### src/rtl/hci_package.sv
// Shared HCI widths and defaults.
// Imported by the ordered mux and its source FIFO.
package hci_package;

   localparam int DEFAULT_AW = 32;
   localparam int DEFAULT_DW = 32;
   localparam int DEFAULT_BW = 8;
   localparam int DEFAULT_UW = 1;
   localparam int DEFAULT_MUX_OUTSTANDING = 4;

   localparam logic SRC_IN0 = 1'b0;
   localparam logic SRC_IN1 = 1'b1;

endpackage

### src/rtl/hci_core_intf.sv
// HCI core request/response bundle.
// Master drives requests, slave drives grant and responses.
interface hci_core_intf #(
   parameter int AW = hci_package::DEFAULT_AW,
   parameter int DW = hci_package::DEFAULT_DW,
   parameter int BW = hci_package::DEFAULT_BW,
   parameter int UW = hci_package::DEFAULT_UW
) ();

   logic          req;
   logic          gnt;
   logic [AW-1:0] add;
   logic          wen;
   logic [DW-1:0] data;
   logic [DW/BW-1:0] be;
   logic [15:0]   boffs;
   logic [UW-1:0] user;
   logic          lrdy;
   logic [DW-1:0] r_data;
   logic          r_valid;
   logic          r_opc;
   logic [UW-1:0] r_user;

   modport master (
      output req, add, wen, data, be, boffs, user, lrdy,
      input  gnt, r_data, r_valid, r_opc, r_user
   );

   modport slave (
      input  req, add, wen, data, be, boffs, user, lrdy,
      output gnt, r_data, r_valid, r_opc, r_user
   );

endinterface

### src/rtl/hci_core_mux_srcfifo.sv
// One-bit source FIFO recording which initiator owns each
// outstanding request, in grant order.
module hci_core_mux_srcfifo
   import hci_package::*;
#(
   parameter int DEPTH = DEFAULT_MUX_OUTSTANDING
) (
   input  logic clk_i,
   input  logic rst_ni,
   input  logic clear_i,
   input  logic push,
   input  logic din,
   input  logic pop,
   output logic full,
   output logic empty,
   output logic head
);

   localparam int PW = $clog2(DEPTH);
   localparam int CW = PW + 1;
   localparam logic [CW-1:0] FULL_CNT = CW'(DEPTH);

   logic [DEPTH-1:0] mem;
   logic [PW-1:0]    wptr;
   logic [PW-1:0]    rptr;
   logic [CW-1:0]    count;
   logic             do_push;
   logic             do_pop;

   assign full    = (count == FULL_CNT);
   assign empty   = (count == '0);
   assign head    = mem[rptr];
   assign do_push = push & ~full;
   assign do_pop  = pop & ~empty;

   always_ff @(posedge clk_i or negedge rst_ni) begin
      if (!rst_ni) begin
         mem   <= '0;
         wptr  <= '0;
         rptr  <= '0;
         count <= '0;
      end else if (clear_i) begin
         mem   <= '0;
         wptr  <= '0;
         rptr  <= '0;
         count <= '0;
      end else begin
         if (do_push) begin
            mem[wptr] <= din;
            wptr      <= wptr + 1'b1;
         end
         if (do_pop) begin
            rptr <= rptr + 1'b1;
         end
         unique case ({do_push, do_pop})
            2'b10:   count <= count + 1'b1;
            2'b01:   count <= count - 1'b1;
            default: count <= count;
         endcase
      end
   end

endmodule

### src/rtl/hci_core_ordered_mux.sv
// Two-to-one HCI mux with fair arbitration and in-order
// response routing back to the owning initiator.
module hci_core_ordered_mux
   import hci_package::*;
#(
   parameter int AW = DEFAULT_AW,
   parameter int DW = DEFAULT_DW,
   parameter int MAX_OUTSTANDING = DEFAULT_MUX_OUTSTANDING
) (
   input  logic         clk_i,
   input  logic         rst_ni,
   input  logic         clear_i,
   hci_core_intf.slave  in0,
   hci_core_intf.slave  in1,
   hci_core_intf.master out,
   output logic         err_o
);

   logic          last_q;
   logic          sel_q;
   logic          sel;
   logic          any_req;
   logic          out_req;
   logic          hs;
   logic          pop;
   logic          full;
   logic          empty;
   logic          head;
   logic          rsp0;
   logic          rsp1;
   logic [AW-1:0] add_mux;
   logic [DW-1:0] data_mux;

   // With no request pending the previous selection is held.
   always_comb begin
      sel = sel_q;
      unique case (1'b1)
         (in0.req & in1.req):  sel = ~last_q;
         (in0.req & ~in1.req): sel = SRC_IN0;
         (~in0.req & in1.req): sel = SRC_IN1;
         default:              sel = sel_q;
      endcase
   end

   assign any_req = in0.req | in1.req;
   assign out_req = rst_ni & any_req & ~full;
   assign hs      = out_req & out.gnt;
   assign pop     = out.r_valid & ~empty;

   assign add_mux  = sel ? in1.add  : in0.add;
   assign data_mux = sel ? in1.data : in0.data;

   assign out.req   = out_req;
   assign out.add   = add_mux;
   assign out.data  = data_mux;
   assign out.wen   = sel ? in1.wen   : in0.wen;
   assign out.be    = sel ? in1.be    : in0.be;
   assign out.boffs = sel ? in1.boffs : in0.boffs;
   assign out.lrdy  = sel ? in1.lrdy  : in0.lrdy;
   assign out.user  = sel ? in1.user  : in0.user;

   assign in0.gnt = out.gnt & out_req & (sel == SRC_IN0);
   assign in1.gnt = out.gnt & out_req & (sel == SRC_IN1);

   // Responses go to the FIFO head; an empty FIFO routes nowhere.
   assign rsp0 = rst_ni & ~empty & (head == SRC_IN0);
   assign rsp1 = rst_ni & ~empty & (head == SRC_IN1);

   assign in0.r_valid = out.r_valid & rsp0;
   assign in0.r_data  = rsp0 ? out.r_data : '0;
   assign in0.r_opc   = rsp0 ? out.r_opc  : 1'b0;
   assign in0.r_user  = rsp0 ? out.r_user : '0;

   assign in1.r_valid = out.r_valid & rsp1;
   assign in1.r_data  = rsp1 ? out.r_data : '0;
   assign in1.r_opc   = rsp1 ? out.r_opc  : 1'b0;
   assign in1.r_user  = rsp1 ? out.r_user : '0;

   hci_core_mux_srcfifo #(
      .DEPTH (MAX_OUTSTANDING)
   ) i_srcfifo (
      .clk_i   (clk_i),
      .rst_ni  (rst_ni),
      .clear_i (clear_i),
      .push    (hs),
      .din     (sel),
      .pop     (pop),
      .full    (full),
      .empty   (empty),
      .head    (head)
   );

   always_ff @(posedge clk_i or negedge rst_ni) begin
      if (!rst_ni) begin
         last_q <= SRC_IN1;
         sel_q  <= SRC_IN0;
         err_o  <= 1'b0;
      end else if (clear_i) begin
         last_q <= SRC_IN1;
         sel_q  <= SRC_IN0;
         err_o  <= 1'b0;
      end else begin
         sel_q <= sel;
         if (hs) begin
            last_q <= sel;
         end
         if (out.r_valid & empty) begin
            err_o <= 1'b1;
         end
      end
   end

endmodule

### src/flat_wrapper.sv
// flat-port wrapper written by rule: the top's interface ports become plain ports
module hci_core_ordered_mux_flat import hci_package::*;
#(
   parameter int AW = DEFAULT_AW,
   parameter int DW = DEFAULT_DW,
   parameter int MAX_OUTSTANDING = DEFAULT_MUX_OUTSTANDING
)
  (clk_i, rst_ni, clear_i, err_o, in0_req, in0_add, in0_wen, in0_data, in0_be, in0_boffs, in0_user, in0_lrdy, in0_gnt, in0_r_data, in0_r_valid, in0_r_opc, in0_r_user, in1_req, in1_add, in1_wen, in1_data, in1_be, in1_boffs, in1_user, in1_lrdy, in1_gnt, in1_r_data, in1_r_valid, in1_r_opc, in1_r_user, out_req, out_add, out_wen, out_data, out_be, out_boffs, out_user, out_lrdy, out_gnt, out_r_data, out_r_valid, out_r_opc, out_r_user);
  hci_core_intf #(.AW(AW), .DW(DW)) in0_i ();
  hci_core_intf #(.AW(AW), .DW(DW)) in1_i ();
  hci_core_intf #(.AW(AW), .DW(DW)) out_i ();
  input  logic clk_i;
  input  logic rst_ni;
  input  logic clear_i;
  output logic err_o;
  input wire logic [$bits(in0_i.req)-1:0] in0_req;
  input wire logic [$bits(in0_i.add)-1:0] in0_add;
  input wire logic [$bits(in0_i.wen)-1:0] in0_wen;
  input wire logic [$bits(in0_i.data)-1:0] in0_data;
  input wire logic [$bits(in0_i.be)-1:0] in0_be;
  input wire logic [$bits(in0_i.boffs)-1:0] in0_boffs;
  input wire logic [$bits(in0_i.user)-1:0] in0_user;
  input wire logic [$bits(in0_i.lrdy)-1:0] in0_lrdy;
  output wire logic [$bits(in0_i.gnt)-1:0] in0_gnt;
  output wire logic [$bits(in0_i.r_data)-1:0] in0_r_data;
  output wire logic [$bits(in0_i.r_valid)-1:0] in0_r_valid;
  output wire logic [$bits(in0_i.r_opc)-1:0] in0_r_opc;
  output wire logic [$bits(in0_i.r_user)-1:0] in0_r_user;
  input wire logic [$bits(in1_i.req)-1:0] in1_req;
  input wire logic [$bits(in1_i.add)-1:0] in1_add;
  input wire logic [$bits(in1_i.wen)-1:0] in1_wen;
  input wire logic [$bits(in1_i.data)-1:0] in1_data;
  input wire logic [$bits(in1_i.be)-1:0] in1_be;
  input wire logic [$bits(in1_i.boffs)-1:0] in1_boffs;
  input wire logic [$bits(in1_i.user)-1:0] in1_user;
  input wire logic [$bits(in1_i.lrdy)-1:0] in1_lrdy;
  output wire logic [$bits(in1_i.gnt)-1:0] in1_gnt;
  output wire logic [$bits(in1_i.r_data)-1:0] in1_r_data;
  output wire logic [$bits(in1_i.r_valid)-1:0] in1_r_valid;
  output wire logic [$bits(in1_i.r_opc)-1:0] in1_r_opc;
  output wire logic [$bits(in1_i.r_user)-1:0] in1_r_user;
  output wire logic [$bits(out_i.req)-1:0] out_req;
  output wire logic [$bits(out_i.add)-1:0] out_add;
  output wire logic [$bits(out_i.wen)-1:0] out_wen;
  output wire logic [$bits(out_i.data)-1:0] out_data;
  output wire logic [$bits(out_i.be)-1:0] out_be;
  output wire logic [$bits(out_i.boffs)-1:0] out_boffs;
  output wire logic [$bits(out_i.user)-1:0] out_user;
  output wire logic [$bits(out_i.lrdy)-1:0] out_lrdy;
  input wire logic [$bits(out_i.gnt)-1:0] out_gnt;
  input wire logic [$bits(out_i.r_data)-1:0] out_r_data;
  input wire logic [$bits(out_i.r_valid)-1:0] out_r_valid;
  input wire logic [$bits(out_i.r_opc)-1:0] out_r_opc;
  input wire logic [$bits(out_i.r_user)-1:0] out_r_user;
  assign in0_i.req = in0_req;
  assign in0_i.add = in0_add;
  assign in0_i.wen = in0_wen;
  assign in0_i.data = in0_data;
  assign in0_i.be = in0_be;
  assign in0_i.boffs = in0_boffs;
  assign in0_i.user = in0_user;
  assign in0_i.lrdy = in0_lrdy;
  assign in0_gnt = in0_i.gnt;
  assign in0_r_data = in0_i.r_data;
  assign in0_r_valid = in0_i.r_valid;
  assign in0_r_opc = in0_i.r_opc;
  assign in0_r_user = in0_i.r_user;
  assign in1_i.req = in1_req;
  assign in1_i.add = in1_add;
  assign in1_i.wen = in1_wen;
  assign in1_i.data = in1_data;
  assign in1_i.be = in1_be;
  assign in1_i.boffs = in1_boffs;
  assign in1_i.user = in1_user;
  assign in1_i.lrdy = in1_lrdy;
  assign in1_gnt = in1_i.gnt;
  assign in1_r_data = in1_i.r_data;
  assign in1_r_valid = in1_i.r_valid;
  assign in1_r_opc = in1_i.r_opc;
  assign in1_r_user = in1_i.r_user;
  assign out_req = out_i.req;
  assign out_add = out_i.add;
  assign out_wen = out_i.wen;
  assign out_data = out_i.data;
  assign out_be = out_i.be;
  assign out_boffs = out_i.boffs;
  assign out_user = out_i.user;
  assign out_lrdy = out_i.lrdy;
  assign out_i.gnt = out_gnt;
  assign out_i.r_data = out_r_data;
  assign out_i.r_valid = out_r_valid;
  assign out_i.r_opc = out_r_opc;
  assign out_i.r_user = out_r_user;
  hci_core_ordered_mux #(.AW(AW), .DW(DW), .MAX_OUTSTANDING(MAX_OUTSTANDING)) u_core (.clk_i(clk_i), .rst_ni(rst_ni), .clear_i(clear_i), .in0(in0_i), .in1(in1_i), .out(out_i), .err_o(err_o));
endmodule
### config.mk
export PLATFORM = sky130hd
export DESIGN_NAME = hci_core_ordered_mux_flat
export DESIGN_NICKNAME = d
export VERILOG_FILES = /design/src/rtl/hci_package.sv /design/src/rtl/hci_core_intf.sv /design/src/rtl/hci_core_mux_srcfifo.sv /design/src/rtl/hci_core_ordered_mux.sv /design/src/flat_wrapper.sv
export SDC_FILE = /design/constraint.sdc
export NUM_CORES = 1
export LEC_CHECK = 0
export BUFFER_PORTS_ARGS = -buffer_cell sky130_fd_sc_hd__buf_2
export CAP_MARGIN = 15
export CORE_AREA = 5 5 142 144
export CTS_CLUSTER_DIAMETER = 40
export CTS_CLUSTER_SIZE = 30
export DETAILED_ROUTE_END_ITERATION = 10
export DIE_AREA = 0 0 147 149
export SYNTH_ARGS = -nofsm -noshare
export SYNTH_HDL_FRONTEND = slang
export SYNTH_SLANG_ARGS = --single-unit
export TNS_END_PERCENT = 50
### constraint.sdc
create_clock -name clk_i -period 1.8 [get_ports clk_i]
set_input_delay 0.36 -clock clk_i [delete_from_list [all_inputs] [get_ports clk_i]]
set_output_delay 0.36 -clock clk_i [all_outputs]
set_load 0.005 [all_outputs]
==> impl_results.html, run 1 <==
<table>
<tr><th>Metric</th><th>Value</th></tr>
<tr><th colspan="2">Layout</th></tr>
<tr><td>Share of cells above drive strength 1</td><td>61.8%</td></tr>
<tr><td>Leading cell type in the layout, fill and taps excluded</td><td>sky130_fd_sc_hd__buf_2</td></tr>
<tr><td>Core occupancy in the finished layout</td><td>between 30% and 40%</td></tr>
<tr><td>Commonest cells after routing, fill and taps aside</td><td>sky130_fd_sc_hd__buf_2 (346), sky130_fd_sc_hd__nand2_1 (206), sky130_fd_sc_hd__nand2_2 (72), sky130_fd_sc_hd__nor2_1 (46), sky130_fd_sc_hd__buf_6 (37)</td></tr>
<tr><td>Fill cell instance count of the final layout</td><td>a little over 2000</td></tr>
<tr><td>Area grow syn2layout</td><td>135%</td></tr>
<tr><td>Number of nets at the end of the flow</td><td>around 1100</td></tr>
<tr><td>Count of antenna diodes in the layout</td><td>0</td></tr>
<tr><th colspan="2">Critical path</th></tr>
<tr><td>Highest-delay cell along the critical path</td><td>sky130_fd_sc_hd__mux4_2</td></tr>
<tr><td>Data arrival time at the worst-slack endpoint</td><td>roughly 1.7 ns</td></tr>
<tr><td>Sort of element at the start of the critical path</td><td>flip-flop</td></tr>
<tr><td>Maximum cell stage delay along the critical path</td><td>roughly 0.53 ns</td></tr>
<tr><td>Setup Crit Path Kind</td><td>reg -&gt; out</td></tr>
<tr><td>Maximum fanout along the worst path</td><td>70</td></tr>
<tr><td>Worst EP required</td><td>roughly 1.4 ns</td></tr>
<tr><td>Capturing element type of the critical path</td><td>primary output</td></tr>
<tr><td>Cell-by-cell trace of the critical path</td><td>mux4_2 &gt; buf_12 &gt; and3_1 &gt; buf_2</td></tr>
<tr><th colspan="2">Detailed routing</th></tr>
<tr><td>Avg Vias per Cell</td><td>a little over 4</td></tr>
<tr><td>Post-route antenna net violation count</td><td>0</td></tr>
<tr><td>Wirelength, routed</td><td>between 15 and 20 mm</td></tr>
<tr><td>Post-route DRC violation count</td><td>0</td></tr>
<tr><td>Number of DRC markers after the initial detailed-route iteration</td><td>approximately 150</td></tr>
<tr><td>Length of the first detailed-routing pass in iterations</td><td>4</td></tr>
<tr><td>Overall via count from detail_route</td><td>4438</td></tr>
<tr><td>Routed length per instance</td><td>15.0 um</td></tr>
<tr><th colspan="2">Power and ir drop</th></tr>
<tr><td>Net switching power</td><td>1450 uW</td></tr>
<tr><td>Max VDD drop</td><td>0.375 mV</td></tr>
<tr><td>Cell-internal power</td><td>1980 uW</td></tr>
<tr><td>Part of the total power dissipated in combinational logic</td><td>73.6%</td></tr>
<tr><td>Leakage power of the design</td><td>0.00360 uW</td></tr>
<tr><td>Switching power as a share of total power</td><td>approximately 42%</td></tr>
<tr><td>Flop pwr share</td><td>12.9%</td></tr>
<tr><td>Clock network fraction of design power</td><td>13.5%</td></tr>
<tr><td>Power density over cell area</td><td>between 500 and 600 nW/um2</td></tr>
<tr><th colspan="2">Synthesis</th></tr>
<tr><td>Fraction of the mapped netlist area in compound gates</td><td>around 4.7%</td></tr>
<tr><td>Post-synthesis average cell area</td><td>slightly above 5 um2</td></tr>
<tr><td>Count of flip-flops with a built-in enable after synthesis</td><td>0</td></tr>
<tr><td>Fraction of synthesized area in multiplexers</td><td>3.98%</td></tr>
<tr><td>Largest family of logic cells by synthesized area</td><td>simple AND/OR/NAND/NOR gates</td></tr>
<tr><td>Synthesized instance count</td><td>~480</td></tr>
<tr><td>Post-synthesis cell type count</td><td>35</td></tr>
<tr><td>Share of the synthesized netlist area taken by xor and xnor gates</td><td>under 10%</td></tr>
<tr><td>Post-Synthesis Net Count</td><td>around 700</td></tr>
<tr><td>Area of the mapped netlist</td><td>roughly 2500 um2</td></tr>
<tr><td>Area share of and/or/nand/nor cells after synthesis</td><td>between 60% and 70%</td></tr>
<tr><td>Commonest register cell after synthesis</td><td>sky130_fd_sc_hd__dfrtp_1</td></tr>
<tr><td>Sequential element share of the synthesized area</td><td>14.3%</td></tr>
<tr><td>Synth warnings</td><td>0</td></tr>
<tr><td>Number of register bits inferred by synthesis</td><td>14</td></tr>
<tr><td>Share of synthesized cell area in full adder, half adder and majority cells</td><td>between 2 and 3%</td></tr>
<tr><td>Ys async rst share</td><td>100%</td></tr>
<tr><th colspan="2">STA</th></tr>
<tr><td>Final critical-path share of the clock period</td><td>113%</td></tr>
<tr><td>Count of final max-slew check failures</td><td>0</td></tr>
<tr><td>Highest clock rate</td><td>490 MHz</td></tr>
<tr><td>Period minus WS final</td><td>2.04 ns</td></tr>
<tr><td>Transition time of the tightest slew-check pin</td><td>0.301 ns</td></tr>
<tr><td>Number of endpoints with negative hold slack in the final report</td><td>0</td></tr>
<tr><td>RSZ-0062 raised after global routing</td><td>yes</td></tr>
<tr><td>Final setup skew</td><td>~0.0023 ns</td></tr>
<tr><td>Number of failing setup endpoints in the final timing report</td><td>around 160</td></tr>
<tr><td>Worst slew margin</td><td>approximately 80%</td></tr>
<tr><td>Min setup slack post-route</td><td>-0.243 ns</td></tr>
<tr><td>Sum of negative setup slack</td><td>-28.91 ns</td></tr>
<tr><th colspan="2">Floorplan</th></tr>
<tr><td>Effective utilization at floorplan</td><td>about an eighth</td></tr>
<tr><td>Placeable core region</td><td>roughly 19000 um2</td></tr>
<tr><td>Std cell rows</td><td>50</td></tr>
<tr><td>Io pins</td><td>between 300 and 400</td></tr>
<tr><td>Die W</td><td>between 100 and 150 um</td></tr>
<tr><td>Die Outline Area</td><td>between 20000 and 25000 um2</td></tr>
<tr><td>Die Height</td><td>~150 um</td></tr>
<tr><th colspan="2">Run</th></tr>
<tr><td>Max-cap violation count</td><td>0</td></tr>
<tr><th colspan="2">Global routing</th></tr>
<tr><td>Sum of overflow across all layers after global routing</td><td>0</td></tr>
<tr><td>Total GRT Usage</td><td>13.4%</td></tr>
<tr><td>Number of global-route vias before repair</td><td>~4300</td></tr>
<tr><td>First-pass GRT wire length</td><td>23.7 mm</td></tr>
<tr><td>Pin count of the biggest net entering global routing</td><td>between 70 and 80</td></tr>
<tr><td>Number of antenna violations at the first check in global routing</td><td>1</td></tr>
<tr><th colspan="2">Clock tree</th></tr>
<tr><td>Total number of H-tree levels</td><td>1</td></tr>
<tr><td>Clock tree from TritonCTS</td><td>yes</td></tr>
<tr><td>Number of hold buffers added after cts</td><td>0</td></tr>
<tr><td>Clock Sinks</td><td>14</td></tr>
<tr><td>Skew-Pair Late Insertion Delay</td><td>about 0.24 ns</td></tr>
<tr><td>Root Buffer Master</td><td>sky130_fd_sc_hd__clkbuf_16</td></tr>
<tr><td>Buffers from clock root to sink, at most</td><td>2</td></tr>
<tr><td>Cts bufs inserted</td><td>3</td></tr>
<tr><td>Worst-path clk slew</td><td>around 0.050 ns</td></tr>
<tr><th colspan="2">Placed design</th></tr>
<tr><td>Weighted congestion at the end of routability-driven global placement</td><td>about 0.8</td></tr>
<tr><td>IO buf count</td><td>about 380</td></tr>
<tr><td>Sum of net half-perimeters after detailed placement</td><td>13.5 mm</td></tr>
<tr><th colspan="2">Status</th></tr>
<tr><td>Violations in the final reports</td><td>negative setup slack</td></tr>
<tr><td>Outcome</td><td>finished, violations left</td></tr>
<tr><th colspan="2">Min path</th></tr>
<tr><td>Class of the tightest hold or removal check</td><td>in -&gt; async</td></tr>
</table>
==> state kept, by name, summed over array words and instances, names as in the netlist <==
signal / count
u_core.err_o: 1
u_core.last_q: 1
u_core.i_srcfifo.wptr: 2
u_core.i_srcfifo.rptr: 2
u_core.i_srcfifo.count: 3
u_core.sel_q: 1
u_core.i_srcfifo.mem: 4
==> Yosys cell counts, types with 3 or more instances <==
library cell	count	area share, %
sky130_fd_sc_hd__xnor2_1	3	1.1
sky130_fd_sc_hd__nand2_1	298	46
sky130_fd_sc_hd__ha_1	4	2.0
sky130_fd_sc_hd__dfrtp_1	13	13
sky130_fd_sc_hd__clkbuf_1	33	5.0
sky130_fd_sc_hd__nand3_1	5	1.0
sky130_fd_sc_hd__a21oi_1	4	0.82
sky130_fd_sc_hd__mux2i_1	6	2.4
sky130_fd_sc_hd__inv_1	4	0.61
sky130_fd_sc_hd__and3_1	35	8.9
sky130_fd_sc_hd__nor2_1	49	7.5
==> area by class of cell <==
cell class / instances / area (um2) / area share [%]
Clock buffer: 4 / 88.8 / 1.54
Inverter: 4 / 15.0 / 0.261
Multi-Input combinational cell: 428 / 2350 / 40.8
Sequential cell: 14 / 355 / 6.18
Tap cell: 234 / 293 / 5.09
Timing Repair Buffer: 418 / 2650 / 46.1
==> per-layer routing <==
layer	GRT usage, %	vias to the layer above	wire length [um]
met5	0	-	13
met4	1.68	2	114
met3	3.19	8	1500
met2	25.3	236	8520
met1	15.8	1930	6360
li1	-	2262	-
==> kinds of logic after synthesis <==
kind of cell | Yosys count
and+or+nand+nor | 395
buffers and inverters | 40
AOI/OAI and AO/OA | 16
DFF | 14
muxes | 8
adders and majority gates | 5
xor gates and xnor gates | 4
==> stage by stage <==
stage | total power, uW | hold WS, ns | worst slack [ns] | area [um2] | cells
after floorplan | 1400 | 0.0644 | -0.0367 | 2480 | 482
after global placement | 2490 | 0.342 | -0.0205 | 4850 | 1088
after detailed placement | 2510 | 0.343 | -0.0405 | 4850 | 1088
after CTS | 3350 | 0.0824 | -0.255 | 5470 | 1102
after global routing | 3700 | 0.0923 | -0.310 | 5750 | 1102
final | 3420 | 0.0809 | -0.243 | 5750 | 1102
==> worst paths after layout <==
| kind | from | end | slack (ns) | cells after the start |
|---|---|---|---|---|
| max in group asynchronous | rst_ni | u_core.last_q | 1.52 | 2 |
| min reg2reg | u_core.err_o | u_core.err_o | 0.49 | 2 |
| max | u_core.i_srcfifo.rptr[0] | in1_r_data[9] | -0.24 | 4 |
| min | rst_ni | u_core.sel_q | 0.08 | 2 |
| min in group clk_i | clear_i | u_core.sel_q | 0.48 | 2 |
| max reg2reg | u_core.i_srcfifo.count[0] | u_core.i_srcfifo.count[2] | 0 | 6 |
==> repair_timing <==
| item | CTS | global route |
|---|---|---|
| gates cloned | 5 | 2 |
| buffers inserted | 6 | 1 |
| resized for setup | 110 | 80 |
| setup endpoints to repair | 160 | 162 |
| pin swaps | 94 | 64 |
==> worst max-delay path, delay by kind of cell (launching register included) <==
kind / cells / cell delay [ns]
buf+inv: 2 / 0.33
flops: 1 / 0.36
mux: 1 / 0.53
simple gates: 1 / 0.20
==> power groups by stage <==
stage,Clock [uW],Sequential [uW],Combinational (uW)
6_report,462,443,2520
3_5_place_dp,0,435,2080
4_1_cts,475,439,2430
3_3_place_gp,0,433,2060
2_1_floorplan,0,435,965
5_1_grt,494,454,2750
Note: power is estimated with default switching activity, not from simulation.
==> run 2: changes to the inputs <==
Settings changed: CTS_BUF_LIST set to sky130_fd_sc_hd__clkbuf_4.
==> run 2 against run 1 <==
Effect of this change: clock power decreased by 61%; critical path depth unchanged; the run still ends with negative setup slack left; maximum frequency decreased by 2.3%; largest cell class unchanged.
==> impl_results.html, run 2 (synthesis gave the netlist of run 1 again) <==
<table>
<tr><th>Metric</th><th>Value</th></tr>
<tr><th colspan="2">Status</th></tr>
<tr><td>Outcome</td><td>finished, violations left</td></tr>
<tr><td>Violations in the final reports</td><td>negative setup slack</td></tr>
<tr><th colspan="2">Layout</th></tr>
<tr><td>Fill cell instance count of the final layout</td><td>2065 (+0.54%)</td></tr>
<tr><td>Count of antenna diodes in the layout</td><td>0 (unchanged)</td></tr>
<tr><td>Area grow syn2layout</td><td>132%</td></tr>
<tr><td>Final design area excluding fillers</td><td>5700 um2 (-1.0%)</td></tr>
<tr><td>Top Registers</td><td>u_core.i_srcfifo.mem (4), u_core.i_srcfifo.count (3)</td></tr>
<tr><td>Share of cells above drive strength 1</td><td>61.6% (-0.12 points)</td></tr>
<tr><td>Commonest cells after routing, fill and taps aside</td><td>sky130_fd_sc_hd__buf_2 (345), sky130_fd_sc_hd__nand2_1 (207), sky130_fd_sc_hd__nand2_2 (71), sky130_fd_sc_hd__nor2_1 (46), sky130_fd_sc_hd__buf_6 (37)</td></tr>
<tr><td>Number of nets at the end of the flow</td><td>1089 (unchanged)</td></tr>
<tr><td>Leading cell type in the layout, fill and taps excluded</td><td>sky130_fd_sc_hd__buf_2</td></tr>
<tr><td>Register name with the most flops</td><td>u_core.i_srcfifo.mem</td></tr>
<tr><td>Flip-flop count of the largest register, all copies and words added</td><td>4 (unchanged)</td></tr>
<tr><th colspan="2">Detailed routing</th></tr>
<tr><td>Number of DRC markers after the initial detailed-route iteration</td><td>136 (-7.5%)</td></tr>
<tr><td>Post-route DRC violation count</td><td>0 (unchanged)</td></tr>
<tr><td>Met2 routed WL</td><td>8.48 mm (-0.49%)</td></tr>
<tr><td>Post-route antenna net violation count</td><td>0 (unchanged)</td></tr>
<tr><td>Wirelength, routed</td><td>16.5 mm (about the same)</td></tr>
<tr><td>Length of the first detailed-routing pass in iterations</td><td>4 (unchanged)</td></tr>
<tr><td>Highest metal layer used by the detailed router</td><td>met5</td></tr>
<tr><td>Routed length per instance</td><td>15.0 um (about the same)</td></tr>
<tr><td>Overall via count from detail_route</td><td>4422 (-0.36%)</td></tr>
<tr><td>Avg Vias per Cell</td><td>4.01 (-0.36%)</td></tr>
<tr><td>Detailed-route wire length on metal 1</td><td>6.37 mm (+0.19%)</td></tr>
<tr><td>Met3 WL</td><td>1.52 mm (+1.7%)</td></tr>
<tr><th colspan="2">Floorplan</th></tr>
<tr><td>Effective utilization at floorplan</td><td>13.2% (unchanged)</td></tr>
<tr><td>Die Outline Area</td><td>21900 um2 (unchanged)</td></tr>
<tr><td>Std cell rows</td><td>50 (unchanged)</td></tr>
<tr><td>Die W</td><td>147 um (unchanged)</td></tr>
<tr><td>Placeable core region</td><td>18600 um2 (unchanged)</td></tr>
<tr><td>Io pins</td><td>376 (unchanged)</td></tr>
<tr><td>Die Height</td><td>149 um (unchanged)</td></tr>
<tr><th colspan="2">Placed design</th></tr>
<tr><td>Post-Place Cell Area</td><td>4850 um2 (unchanged)</td></tr>
<tr><td>Post-placement setup slack</td><td>-0.0405 ns (unchanged)</td></tr>
<tr><td>Sum of net half-perimeters after detailed placement</td><td>13.5 mm (unchanged)</td></tr>
<tr><td>Weighted congestion at the end of routability-driven global placement</td><td>0.822 (unchanged)</td></tr>
<tr><td>IO buf count</td><td>375 (unchanged)</td></tr>
<tr><th colspan="2">STA</th></tr>
<tr><td>RSZ-0062 raised after global routing</td><td>yes</td></tr>
<tr><td>Final critical-path share of the clock period</td><td>116% (+2.7 points)</td></tr>
<tr><td>Min setup slack post-route</td><td>-0.291 ns (-0.0485 ns)</td></tr>
<tr><td>Count of final max-slew check failures</td><td>0 (unchanged)</td></tr>
<tr><td>Highest clock rate</td><td>478 MHz (-2.3%)</td></tr>
<tr><td>Worst slew margin</td><td>79.9% (about the same)</td></tr>
<tr><td>Period minus WS final</td><td>2.09 ns (+0.0485 ns)</td></tr>
<tr><td>Transition time of the tightest slew-check pin</td><td>0.301 ns (+0.000343 ns)</td></tr>
<tr><td>Final setup skew</td><td>0.00256 ns (+0.000210 ns)</td></tr>
<tr><td>Number of endpoints with negative hold slack in the final report</td><td>0 (unchanged)</td></tr>
<tr><td>Number of failing setup endpoints in the final timing report</td><td>160 (+0.63%)</td></tr>
<tr><th colspan="2">Global routing</th></tr>
<tr><td>Total GRT Usage</td><td>13.4% (about the same)</td></tr>
<tr><td>Number of global-route vias before repair</td><td>4343 (+0.21%)</td></tr>
<tr><td>First-pass GRT wire length</td><td>23.6 mm (-0.12%)</td></tr>
<tr><td>Sum of overflow across all layers after global routing</td><td>0 (unchanged)</td></tr>
<tr><td>Pin count of the biggest net entering global routing</td><td>71 (unchanged)</td></tr>
<tr><td>Number of antenna violations at the first check in global routing</td><td>1 (unchanged)</td></tr>
<tr><th colspan="2">Clock tree</th></tr>
<tr><td>Total number of H-tree levels</td><td>1 (unchanged)</td></tr>
<tr><td>Clock tree from TritonCTS</td><td>yes</td></tr>
<tr><td>Worst-path clk slew</td><td>0.08 ns (+0.03 ns)</td></tr>
<tr><td>Buffers from clock root to sink, at most</td><td>2 (unchanged)</td></tr>
<tr><td>Root Buffer Master</td><td>sky130_fd_sc_hd__clkbuf_4</td></tr>
<tr><td>Cts bufs inserted</td><td>3 (unchanged)</td></tr>
<tr><td>Number of hold buffers added after cts</td><td>0 (unchanged)</td></tr>
<tr><td>Skew-Pair Late Insertion Delay</td><td>0.28 ns (+0.04 ns)</td></tr>
<tr><td>Clock Sinks</td><td>14 (unchanged)</td></tr>
<tr><th colspan="2">Min path</th></tr>
<tr><td>Class of the tightest hold or removal check</td><td>in -&gt; async</td></tr>
<tr><th colspan="2">Critical path</th></tr>
<tr><td>Worst EP required</td><td>1.44 ns (about the same)</td></tr>
<tr><td>Setup Crit Path Kind</td><td>reg -&gt; out</td></tr>
<tr><td>Maximum fanout along the worst path</td><td>70 (unchanged)</td></tr>
<tr><td>Sort of element at the start of the critical path</td><td>flip-flop</td></tr>
<tr><td>Data arrival time at the worst-slack endpoint</td><td>1.73 ns (+0.05 ns)</td></tr>
<tr><td>Capturing element type of the critical path</td><td>primary output</td></tr>
<tr><th colspan="2">Run</th></tr>
<tr><td>Max-cap violation count</td><td>0 (unchanged)</td></tr>
<tr><th colspan="2">Power and ir drop</th></tr>
<tr><td>Power density over cell area</td><td>550 nW/um2 (-7.5%)</td></tr>
<tr><td>Max VDD drop</td><td>0.302 mV (-19%)</td></tr>
<tr><td>Sum of internal, switching and leakage power</td><td>3130 uW (-8.4%)</td></tr>
<tr><td>Leakage power of the design</td><td>0.00357 uW (-0.89%)</td></tr>
</table>
run 2: area by class of cell:
type                       instances  area [um2]  share of cell area [%]
timing repair buffer             418        2660                    46.6
multi-input combinational        428        2350                    41.3
sequential                        14         355                    6.24
tap                              234         293                    5.14
clock buffer                       3        22.5                   0.395
inverter                           4        15.0                   0.264
clock inverter                     1        3.75                  0.0659
run 2: critical path: stages (launching register included):
cell,delay (ns)
sky130_fd_sc_hd__dfrtp_1,0.37
sky130_fd_sc_hd__mux4_2,0.53
sky130_fd_sc_hd__buf_12,0.21
sky130_fd_sc_hd__and3_1,0.20
sky130_fd_sc_hd__buf_2,0.12
run 2: layer usage:
metal,up-vias,track usage [%]
li1,2263,-
met4,2,1.82
met2,234,25.3
met1,1915,15.7
met5,-,0
met3,8,3.16
run 2: what timing repair did:
| action | CTS | global route |
|---|---|---|
| endpoints found under the setup margin | 160 | 162 |
| pin swaps | 94 | 64 |
| resized for setup | 112 | 78 |
| gates cloned | 5 | 2 |
| buffers inserted | 6 | 1 |
run 2: per-stage QoR:
stage / utilization [%] / cells / hold WS, ns / TNS, ns
2_1_floorplan: - / 482 / 0.0644 / -0.0695
6_report: 30.7 / 1102 / 0.0375 / -36.57
3_5_place_dp: 26.1 / 1088 / 0.343 / -0.142
5_1_grt: 30.7 / 1102 / 0.0278 / -53.02
4_1_cts: 29.2 / 1102 / 0.0288 / -41.76
3_3_place_gp: 26.1 / 1088 / 0.342 / -0.151
run 2: path summary, 6_finish.rpt:
path / endpoint / cells past startpoint / from / slack (ns)
worst max register to register: u_core.i_srcfifo.count[2] / 6 / u_core.i_srcfifo.count[0] / -0.01
worst min register to register: u_core.err_o / 2 / u_core.err_o / 0.50
min in group clk_i: u_core.sel_q / 2 / clear_i / 0.44
worst max-delay path: in1_r_data[9] / 4 / u_core.i_srcfifo.rptr[0] / -0.29
max in group asynchronous: u_core.last_q / 2 / rst_ni / 1.56
worst min-delay path: u_core.sel_q / 2 / rst_ni / 0.04
run 2: power breakdown:
part           internal, uW  switching [uW]  leakage [uW]
logic                  1260            1250       0.00337
registers               372            68.3      0.000183
clock network          80.3             101     0.0000154
